**config.mk**
```make
export PLATFORM = sky130hd
export DESIGN_NAME = wb_add_sequencer
export DESIGN_NICKNAME = d
export VERILOG_FILES = /design/src/rtl/wb_add_sequencer.sv
export SDC_FILE = /design/constraint.sdc
export NUM_CORES = 1
export LEC_CHECK = 0
export CORE_UTILIZATION = 40
export CTS_BUF_LIST = sky130_fd_sc_hd__clkbuf_16
export DETAILED_ROUTE_END_ITERATION = 10
export PLACE_DENSITY_LB_ADDON = 0.1
export SYNTH_ARGS = -nofsm -noshare
export SYNTH_HDL_FRONTEND = slang
export SYNTH_SLANG_ARGS = --single-unit
```
**constraint.sdc**
```tcl
create_clock -name wb_clk_i -period 3.21 [get_ports wb_clk_i]
set_input_delay 0.8025 -clock wb_clk_i [delete_from_list [all_inputs] [get_ports wb_clk_i]]
set_output_delay 0.8025 -clock wb_clk_i [all_outputs]
set_load 0.02 [all_outputs]
```
**src/rtl/wb_add_sequencer.sv**
```systemverilog
// Wishbone master that writes A, writes B and reads back A+B from the adder slave.
// Optional per-beat ack timeout is built when WB_SEQ_TIMEOUT_EN is defined.
module wb_add_sequencer #(
    parameter logic [31:0] BASE_ADDR = 32'h3000_0000,
    parameter int          TIMEOUT   = 16
) (
    input  logic        wb_clk_i,
    input  logic        wb_rst_i,
    input  logic        start_i,
    input  logic [31:0] op_a_i,
    input  logic [31:0] op_b_i,
    output logic        busy_o,
    output logic        done_o,
    output logic        err_o,
    output logic [31:0] sum_o,
    output logic        wbm_cyc_o,
    output logic        wbm_stb_o,
    output logic        wbm_we_o,
    output logic [3:0]  wbm_sel_o,
    output logic [31:0] wbm_adr_o,
    output logic [31:0] wbm_dat_o,
    input  logic [31:0] wbm_dat_i,
    input  logic        wbm_ack_i
);
    typedef enum logic [2:0] {S_IDLE, S_WR_A, S_WR_B, S_RD_SUM, S_DONE} state_t;

    state_t      r_state, w_nxt;
    logic [31:0] r_op_a, r_op_b, r_sum, r_adr, r_dat;
    logic        r_cyc, r_stb, r_we, r_busy, r_done, r_err;
    logic [3:0]  r_sel;
    logic        w_ack, w_tmo, w_err, w_beat_nxt;

    assign w_ack = wbm_ack_i & r_stb;

`ifdef WB_SEQ_TIMEOUT_EN
    localparam logic [7:0] TMO_LAST = 8'(TIMEOUT - 1);
    logic [7:0] r_tmo_cnt;

    // Counter restarts on every state change, so each beat gets a fresh budget.
    always_ff @(posedge wb_clk_i) begin
        if (wb_rst_i || (w_nxt != r_state))
            r_tmo_cnt <= 8'd0;
        else if (r_stb)
            r_tmo_cnt <= r_tmo_cnt + 8'd1;
    end

    assign w_tmo = r_stb & (r_tmo_cnt == TMO_LAST);
`else
    assign w_tmo = 1'b0 & (TIMEOUT == 0);
`endif

    // Ack is checked before timeout so a last-cycle ack still succeeds.
    always_comb begin
        w_nxt = r_state;
        w_err = 1'b0;
        case (r_state)
            S_IDLE:   if (start_i) w_nxt = S_WR_A;
            S_WR_A:   if (w_ack) w_nxt = S_WR_B;
                      else if (w_tmo) begin w_nxt = S_DONE; w_err = 1'b1; end
            S_WR_B:   if (w_ack) w_nxt = S_RD_SUM;
                      else if (w_tmo) begin w_nxt = S_DONE; w_err = 1'b1; end
            S_RD_SUM: if (w_ack) w_nxt = S_DONE;
                      else if (w_tmo) begin w_nxt = S_DONE; w_err = 1'b1; end
            S_DONE:   w_nxt = S_IDLE;
            default:  w_nxt = S_IDLE;
        endcase
    end

    assign w_beat_nxt = (w_nxt == S_WR_A) || (w_nxt == S_WR_B) || (w_nxt == S_RD_SUM);

    // Bus outputs are computed from the next state so they are all flop outputs.
    always_ff @(posedge wb_clk_i) begin
        if (wb_rst_i) begin
            r_state <= S_IDLE;
            r_op_a  <= 32'd0;
            r_op_b  <= 32'd0;
            r_sum   <= 32'd0;
            r_adr   <= 32'd0;
            r_dat   <= 32'd0;
            r_cyc   <= 1'b0;
            r_stb   <= 1'b0;
            r_we    <= 1'b0;
            r_sel   <= 4'h0;
            r_busy  <= 1'b0;
            r_done  <= 1'b0;
            r_err   <= 1'b0;
        end else begin
            r_state <= w_nxt;
            if (r_state == S_IDLE && start_i) begin
                r_op_a <= op_a_i;
                r_op_b <= op_b_i;
            end
            if (r_state == S_RD_SUM && w_ack)
                r_sum <= wbm_dat_i;
            r_cyc  <= w_beat_nxt;
            r_stb  <= w_beat_nxt;
            r_sel  <= w_beat_nxt ? 4'hF : 4'h0;
            r_we   <= (w_nxt == S_WR_A) || (w_nxt == S_WR_B);
            r_busy <= (w_nxt != S_IDLE);
            r_done <= (w_nxt == S_DONE);
            r_err  <= w_err;
            case (w_nxt)
                S_WR_A: begin
                    r_adr <= BASE_ADDR;
                    r_dat <= (r_state == S_IDLE) ? op_a_i : r_op_a;
                end
                S_WR_B: begin
                    r_adr <= BASE_ADDR + 32'd1;
                    r_dat <= r_op_b;
                end
                S_RD_SUM: begin
                    r_adr <= BASE_ADDR + 32'd2;
                    r_dat <= 32'd0;
                end
                default: begin
                    r_adr <= 32'd0;
                    r_dat <= 32'd0;
                end
            endcase
        end
    end

    assign busy_o    = r_busy;
    assign done_o    = r_done;
    assign err_o     = r_err;
    assign sum_o     = r_sum;
    assign wbm_cyc_o = r_cyc;
    assign wbm_stb_o = r_stb;
    assign wbm_we_o  = r_we;
    assign wbm_sel_o = r_sel;
    assign wbm_adr_o = r_adr;
    assign wbm_dat_o = r_dat;
endmodule

```
==> impl_results.md, run 1 <==
* VDD IR max at 369.0 µV
* Sw Pwr at 1.049 mW
* Met2 Routed Length at 6.188 mm
* Vias per cell at 4.844
* Worst endpoint required time at 2.41 ns
* Drt total wl at 13.27 mm
* Critical Path Start Type: flop
* Crit-path max cell delay at 0.66 ns
* Synth Area in Simple Gates at 13.77%
* XOR/XNOR share of the synthesized area at 0.3359%
* Final net count at 823
* TritonRoute pass-1 iters at 4
* Syn Std Cell Area at 0.005215 mm²
* Syn Inst Count at 569
* All-Layer GR Usage at 19.44%
* Worst setup EP type: output port
* Compound-Gate Fraction of Synth Area at 16.43%
* Number of global-route vias before repair at 3999
* Count leader, synth: nand2_1
* Routed WL per cell at 14.64 µm
* Critical Path AT at 1.53 ns
* Row count at 41
* Synth Warn # at 0
* Total Power at 4.173 mW
* Worst-path clk slew at 0.05 ns
* DIE HEIGHT at 116.2 µm
* Largest family of logic cells by synthesized area: compound AO/OA/AOI/OAI gates
* Final Critical Period at 2.333 ns
* Post-synth top area share at 52.98%
* Antenna-violating nets left at 0
* Ys async rst share at 0%
* Drc violations at 0
* Top_reg_cell synth: dfxtp_1
* CTS hold repair buffers at 0
* Initial antenna violation count at 0
* Num CTS Buffers at 17
* Combinational power share at 14.5%
* Final setup fails at 0
* Commonest cells post-synth: 162 x nand2_1, 138 x dfxtp_1, 66 x a21oi_1
* Final HPWL DP at 8.705 mm
* Seq pwr share at 44.4%
* H-Tree Level Count at 4
* Post-CTS setup buffer count at 0
* RSZ-0062 raised after global routing: false
* EDFF count, synth at 0
* Period utilization at 72.69%
* Total leakage power at 2.941 nW
* Met3 routed WL at 858 µm
* IO Count at 206
* Routability cong. at 0.7947
* Relative slew slack at 51.10%
* Die Width at 116.2 µm
* Area contributors post-synth: dfxtp_1 53%, nand2_1 12%, a21oi_1 6.3%
* Initial DRC count at 315
* Clock sinks at 138
* Mux cell area share after synthesis at 6.334%
* Worst-path fanout max at 9
* WP buf/inv at 1
* Root Driver: clkbuf_16
* Worst slew pin tran at 0.7335 ns
* Outcome: finished clean
* Part of the power in the clock network at 41.2%
* GRT overflow at 0
* Area grow syn2layout at 42.20%
* Slowest cell on crit path: clkdlybuf4s50_1
* Diode count at 0
* Critical path, cell by cell: clkdlybuf4s50_1
* Max Used Layer: met4
* Setup_tns at 0 ns
* Area leader, netlist: dfxtp_1
* First-pass GRT wire length at 19.94 mm
* Largest net degree at the start of global routing at 67
* IO buf count at 176
* Die footprint at 0.01350 mm²
* Number of max-cap violations at 0
* Netlist cell types at 26
* Average size of a mapped cell at 9.165 µm²
* DR vias at 4389
* Internal power at 3.123 mW
* Post_cts resized at 0
* Hold/Removal Path Class: flop to flop
* Share of cells above drive strength 1 at 5.995%
* Wl on met1 at 6.014 mm
* Max Slew Vio Count at 0
* CTS tree: built
* Core area at 0.01267 mm²
* Sequential fraction of the synthesis area at 52.98%
* Critical path class: flop to output port
* Final hold violations at 0
* Adder-cell share of the synthesized area at 0%
* Top delay family on crit path: buffers and inverters
* Initial Utilization at 41.16%
* Pwr dens at 562.7 mW/mm²
* Sw Ratio at 25.15%
* Fillers at 1119
* Skew-Pair Late Insertion Delay at 0.42 ns
* Final setup skew at 0.005448 ns
* Achievable Freq at 0.4286 GHz
* Clk buf depth at 2
* #FFs+latches synth at 138
==> logic make-up after synthesis <==
group	after synthesis
flip-flops	138
AND/OR/NAND/NOR	180
AO/OA/AOI/OAI	135
multiplexers	33
XOR/XNOR	2
other	1
buffers and inverters	80
==> layer usage <==
layer	vias to the layer above	GRT usage (%)
met4	0	8.974
met1	2042	24.42
li1	2180	-
met2	150	31.07
met5	-	0
met3	17	5.345
==> state kept, by name, summed over array words and instances (netlist names) <==
signal and count:
wbm_dat_o 32, r_op_a 32, busy_o 1, sum_o 32, done_o 1, r_op_b 32
wbm_adr_o 3, wbm_sel_o 1, wbm_we_o 1, r_state 3
==> final cells by class <==
class                      instances  area (µm²)  share of cell area [%]
clock buffer                      17       425.4                   5.736
clock inverter                    13       88.84                   1.198
inverter                           1       3.754                 0.05062
multi-input combinational        379        2063                   27.82
sequential                       138        2763                   37.25
tap                              172       215.2                   2.902
timing repair buffer             186        1857                   25.04
==> power by group through the flow <==
stage / Clock [mW] / Sequential [mW] / Combinational (mW)
finish: 1.72 / 1.85 / 0.604
CTS: 1.75 / 1.85 / 0.608
global route: 1.83 / 1.86 / 0.651
detailed placement: 0 / 1.89 / 0.605
global placement: 0 / 1.88 / 0.600
floorplan: 0 / 1.92 / 0.341
==> cells in the final DEF (no fill, tap or decap), drive strengths merged, types with 4 or more instances in the layout <==
| master | count |
|---|---|
| and3 | 4 |
| clkinv | 9 |
| a22o | 32 |
| clkbuf | 17 |
| buf | 11 |
| clkdlybuf4s50 | 175 |
| mux2i | 33 |
| conb | 29 |
| o22ai | 32 |
| nor2 | 6 |
| nand2 | 162 |
| a21oi | 66 |
| dfxtp | 138 |
==> through the flow <==
| step | setup WS, ns | hold WS, ns | utilization [%] | cells | instance area, µm² |
|---|---|---|---|---|---|
| after global placement | 0.5453 | 0.4407 | 54.47 | 876 | 6902 |
| final | 0.8768 | 0.4525 | 58.53 | 906 | 7416 |
| after detailed placement | 0.5239 | 0.4461 | 54.47 | 876 | 6902 |
| after global routing | 0.7921 | 0.4696 | 58.53 | 906 | 7416 |
| after CTS | 0.8555 | 0.4537 | 58.53 | 906 | 7416 |
| after floorplan | 1.390 | 0.4357 | - | 597 | 5320 |
==> path summary, 6_finish.rpt <==
check               start           end  slack (ns)  depth (start not counted)
min reg2reg    r_op_b[26]    r_op_b[26]        0.45                          2
max reg2reg    r_state[1]    r_op_a[26]        1.25                          4
min            r_op_b[26]    r_op_b[26]        0.45                          2
max          wbm_sel_o[2]  wbm_sel_o[0]        0.88                          1
Power figures use the tool's default switching activity.
==> inputs of run 2 (changes only) <==
Settings changed: CORE_UTILIZATION 40 to 39.
Clock period 3.21 ns to 1.85 ns, I/O delays scaled along.
==> run 2 against run 1 <==
  * Design area grew 3.2%
  * Hold slack got worse by 0.0011 ns
  * Worst setup slack got worse by 0.86 ns
==> impl_results.md, run 2 (synthesized netlist as in run 1, its figures left out) <==
* Drc violations at 0
* Placed instance count at 888
* Skew-Pair Late Insertion Delay at 0.41 ns
* Crit-path max cell delay at 0.63 ns
* GRT overflow at 0
* Final Critical Period at 1.830 ns
* WP buf/inv at 1
* Share of cells above drive strength 1 at 6.836%
* Diode count at 0
* First-pass GRT wire length at 22.12 mm
* Hold Path End: r_op_a[26]
* Number of max-cap violations at 0
* Vias per cell at 4.910
* IO buf count at 176
* Worst setup EP type: output port
* Critical Path AT at 1.37 ns
* Slowest cell on crit path: clkdlybuf4s50_1
* Pwr dens at 944.4 mW/mm²
* Outcome: finished clean
* Drt total wl at 14.03 mm
* Leading cell type in the layout, fill and taps excluded: nand2_1
* TritonRoute pass-1 iters at 4
* Worst hold stages at 2
* Core area at 0.01282 mm²
* DIE HEIGHT at 117.6 µm
* Routed WL per cell at 15.28 µm
* Die footprint at 0.01384 mm²
* Row count at 41
* Hold slack at 0.4514 ns
* Initial DRC count at 226
* Critical path, cell by cell: clkdlybuf4s50_1
* Routability cong. at 0.7535
* Post-CTS setup buffer count at 0
* Total leakage power at 3.491 nW
* Die Width at 117.6 µm
* CTS hold repair buffers at 0
* CTS tree: built
* Final hold violations at 0
* Hold/Removal Path Class: flop to flop
* Critical path class: flop to output port
* Critical Path Start Type: flop
* VDD IR max at 618.8 µV
* DR vias at 4507
* Clock sinks at 138
* Worst endpoint required time at 1.39 ns
* Number of global-route vias before repair at 4297
* IO Count at 206
* Area grow syn2layout at 46.81%
* H-Tree Level Count at 4
* Top delay family on crit path: buffers and inverters
* Final setup skew at 0.005312 ns
* Commonest non-fill, non-tap cells in the layout: 162 x nand2_1, 144 x clkdlybuf4s50_1, 138 x dfxtp_1
* Initial Utilization at 40.66%
* All-Layer GR Usage at 20.18%
* Reg-to-Reg End: r_op_a[30]
* Initial antenna violation count at 0
* Final setup fails at 0
* Final HPWL DP at 9.024 mm
* FF-to-FF path depth at 4
* Relative slew slack at 52.15%
* Worst-path fanout max at 2
* Final net count at 836
* Antenna-violating nets left at 0
* Internal reg-to-reg setup slack at 0.08 ns
* Worst-path clk slew at 0.06 ns
* Period utilization at 98.92%
* Root Driver: clkbuf_16
* Num CTS Buffers at 17
* Achievable Freq at 0.5465 GHz
* Worst slew pin tran at 0.7178 ns
* Crit Reg-Reg Startpoint: r_state[1]
* Largest net degree at the start of global routing at 65
* Hold_sp: r_op_a[26]
* Post-Layout Cell Count at 918
* Clk buf depth at 2
* Max Slew Vio Count at 0
[run 2: area by class of cell]
cell class,count,area (µm²)
Multi-Input combinational cell,380,2092
Fill cell,1168,5169
Timing Repair Buffer,198,2086
Clock buffer,17,425.4
Inverter,1,3.754
Clock inverter,12,71.32
Sequential cell,138,2763
Tap cell,172,215.2
[run 2: report_power, final]
| group | leakage (nW) | internal [mW] | total, mW | switching (mW) |
|---|---|---|---|---|
| sequential | 1.13 | 3.14 | 3.21 | 0.0755 |
| clock | 0.256 | 1.77 | 2.90 | 1.13 |
| combinational | 2.11 | 0.548 | 1.12 | 0.574 |
[run 2: how the worst max path moves through the flow]
stage	start	endpoint	slack [ns]	depth (start not counted)
after floorplan	wbm_sel_o[2]	sum_o[10]	0.26	5
after global placement	wbm_ack_i	wbm_dat_o[25]	-0.47	4
after detailed placement	wbm_ack_i	wbm_dat_o[13]	-0.50	4
after CTS	sum_o[16]	sum_o[16]	0.004	1
after global routing	sum_o[10]	sum_o[10]	-0.008	1
final	sum_o[24]	sum_o[24]	0.02	1
[run 2: per-layer routing]
metal	vias up	wire length, µm	global-route usage [%]
met5	-	0	0
met4	0	243	7.612
met3	21	728	5.475
met2	139	6672	33.16
met1	2141	6381	25.13
li1	2206	-	-
[run 2: worst register-to-register path: cells and delay by family (launching register included)]
kind,cells,cell delay [ns]
buffers and inverters,1,0.23
and+or+nand+nor,2,0.88
AOI/OAI and AO/OA,1,0.08
DFF,1,0.44
[run 2: metrics by stage]
stage	util (%)	instance area, µm²	worst slack, ns	TNS [ns]	power, mW
after floorplan	-	5320	0.2581	0	3.922
after global placement	55.20	7079	-0.4721	-33.44	4.382
after detailed placement	55.20	7079	-0.5008	-35.90	4.397
after CTS	59.21	7594	0.004085	0	7.316
after global routing	59.70	7656	-0.007551	-0.01130	7.535
final	59.70	7656	0.02004	0	7.231
[run 2: what timing repair did]
action / 4_1_cts / 5_1_grt
resized for setup: 8 / 25
setup endpoints to repair: 39 / 41
pin swaps: 1 / 0
gates cloned: 1 / 0
==> inputs of run 3 (changes only) <==
Settings changed: ABC_CLOCK_PERIOD_IN_PS from default to 1850, CORE_ASPECT_RATIO from default to 1.25.
==> run 3 against run 2 <==
  * Global-route usage down 0.62 points
  * Non-clock buffer count unchanged
  * Flip-flop and latch count did not move
  * Power up 4.7%
  * Register-to-register slack gained 0.06 ns
  * Via count is the same
  * Clock-buffer cell count stayed put
  * Core utilization fell by 0.13 points
  * Sequential power hardly changed
  * Final cell count is 0.22% lower
  * Critical path type unchanged
==> impl_results.md, run 3 (synthesized netlist as in run 1, its figures left out) <==
* Worst slew pin tran at 0.6024 ns
* FF/Latch Area at 0.002764 mm²
* Antenna-violating nets left at 0
* GRT overflow at 0
* Routability cong. at 0.8016
* Setup_tns at 0 ns
* Root Driver: clkbuf_16
* Drt total wl at 13.84 mm
* DR vias at 4507
* H-Tree Level Count at 4
* Clock sinks at 138
* WP buf/inv at 1
* Crit-path max cell delay at 0.61 ns
* Number of global-route vias before repair at 4349
* Num CTS Buffers at 17
* Row count at 46
* Drc violations at 0
* Die Width at 105.4 µm
* Max Slew Vio Count at 0
* Vias per cell at 4.920
* Skew-Pair Late Insertion Delay at 0.40 ns
* Outcome: finished clean
* IO Count at 206
* Hold slack at 0.4529 ns
* Routed WL per cell at 15.11 µm
* Critical Path Start Type: flop
* Hold/Removal Path Class: flop to flop
* Area occupied by multi-input gates at 0.002090 mm²
* Clk buf depth at 2
* Final HPWL DP at 9.017 mm
* Worst-path fanout max at 2
* First-pass GRT wire length at 21.40 mm
* Total Power at 7.570 mW
* VDD IR max at 640.6 µV
* Commonest non-fill, non-tap cells in the layout: 162 x nand2_1, 151 x clkdlybuf4s50_1, 137 x dfxtp_1
* Total leakage power at 3.402 nW
* Worst setup EP type: output port
* DIE HEIGHT at 131.3 µm
* Placed cell areas at 0.007049 mm²
* Leading cell type in the layout, fill and taps excluded: nand2_1
* CTS tree: built
* Largest net degree at the start of global routing at 65
* Final net count at 836
* Internal reg-to-reg setup slack at 0.14 ns
* IO buf count at 176
* Share of cells above drive strength 1 at 7.754%
* RSZ-0062 raised after global routing: false
* Period utilization at 97.85%
* Pwr dens at 985.7 mW/mm²
* Initial antenna violation count at 0
* Number of max-cap violations at 0
* Top delay family on crit path: buffers and inverters
* CTS hold repair buffers at 0
* Worst endpoint required time at 1.39 ns
* TritonRoute pass-1 iters at 4
* Critical path class: flop to output port
* Initial Utilization at 40.45%
* Initial DRC count at 223
* Post-Layout Cell Count at 916
* Core area at 0.01289 mm²
* Worst-path clk slew at 0.06 ns
* Post-CTS setup buffer count at 0
* Relative slew slack at 59.70%
* Die footprint at 0.01384 mm²
* Diode count at 0
* Final Critical Period at 1.810 ns
* Fillers at 1157
* All-Layer GR Usage at 19.57%
* Final hold violations at 0
* Area grow syn2layout at 47.26%
* Placed instance count at 884
* Critical Path AT at 1.35 ns
* Achievable Freq at 0.5524 GHz
* Final setup skew at 0.005234 ns
* Critical path, cell by cell: clkdlybuf4s50_1
* Post-route cell area at 0.007680 mm²
* Slowest cell on crit path: clkdlybuf4s50_1
* Final setup fails at 0
run 3: cell types whose count changed in the layout (fill, tap and decap cells not counted), moves of 2 or more:
| cell | before | now |
|---|---|---|
| clkdlybuf4s50_1 | 144 | 151 |
| dlymetal6s2s_1 | 24 | 18 |
| clkinv_1 | 7 | 3 |
| clkinv_2 | 0 | 4 |
| buf_12 | 9 | 7 |
| buf_4 | 13 | 15 |
| bufinv_16 | 1 | 3 |
run 3: per-layer routing:
layer	GRT usage [%]	share of wire, %	vias up
met5	0	0	-
met1	23.44	43	2093
li1	-	-	2213
met3	5.159	6.7	21
met4	8.294	2.2	0
met2	32.82	48	180
run 3: repair_timing:
item	4_1_cts	5_1_grt
resized for setup	7	19
pin swaps	0	1
gates cloned	0	1
setup endpoints to repair	7	51
run 3: per-stage QoR:
step | util, % | setup WS, ns
floorplan | - | 0.2581
global placement | 54.68 | -0.3589
detailed placement | 54.68 | -0.3967
CTS | 59.02 | 0.009112
global route | 59.57 | 0.001497
finish | 59.57 | 0.03971
run 3: final cells by class:
cell class / count / area share, %
repair buffers: 198 / 26.65
inverters: 1 / 0.04888
clock inverters: 14 / 1.825
well taps: 168 / 2.737
multi-input cells: 380 / 27.21
clock buffers: 17 / 5.539
flip-flops and latches: 138 / 35.99
run 3: worst paths after layout:
kind,startpoint,endpoint,cells after the start
worst min-delay path,r_op_a[16],r_op_a[16],2
worst max-delay path,sum_o[7],sum_o[7],1
worst min register to register,r_op_a[16],r_op_a[16],2
worst max register to register,r_state[0],wbm_dat_o[20],6
run 3: power by group:
group,internal (mW),switching (mW),total (mW)
clock network,2.07,1.18,3.25
logic,0.535,0.573,1.11
registers,3.13,0.0741,3.21
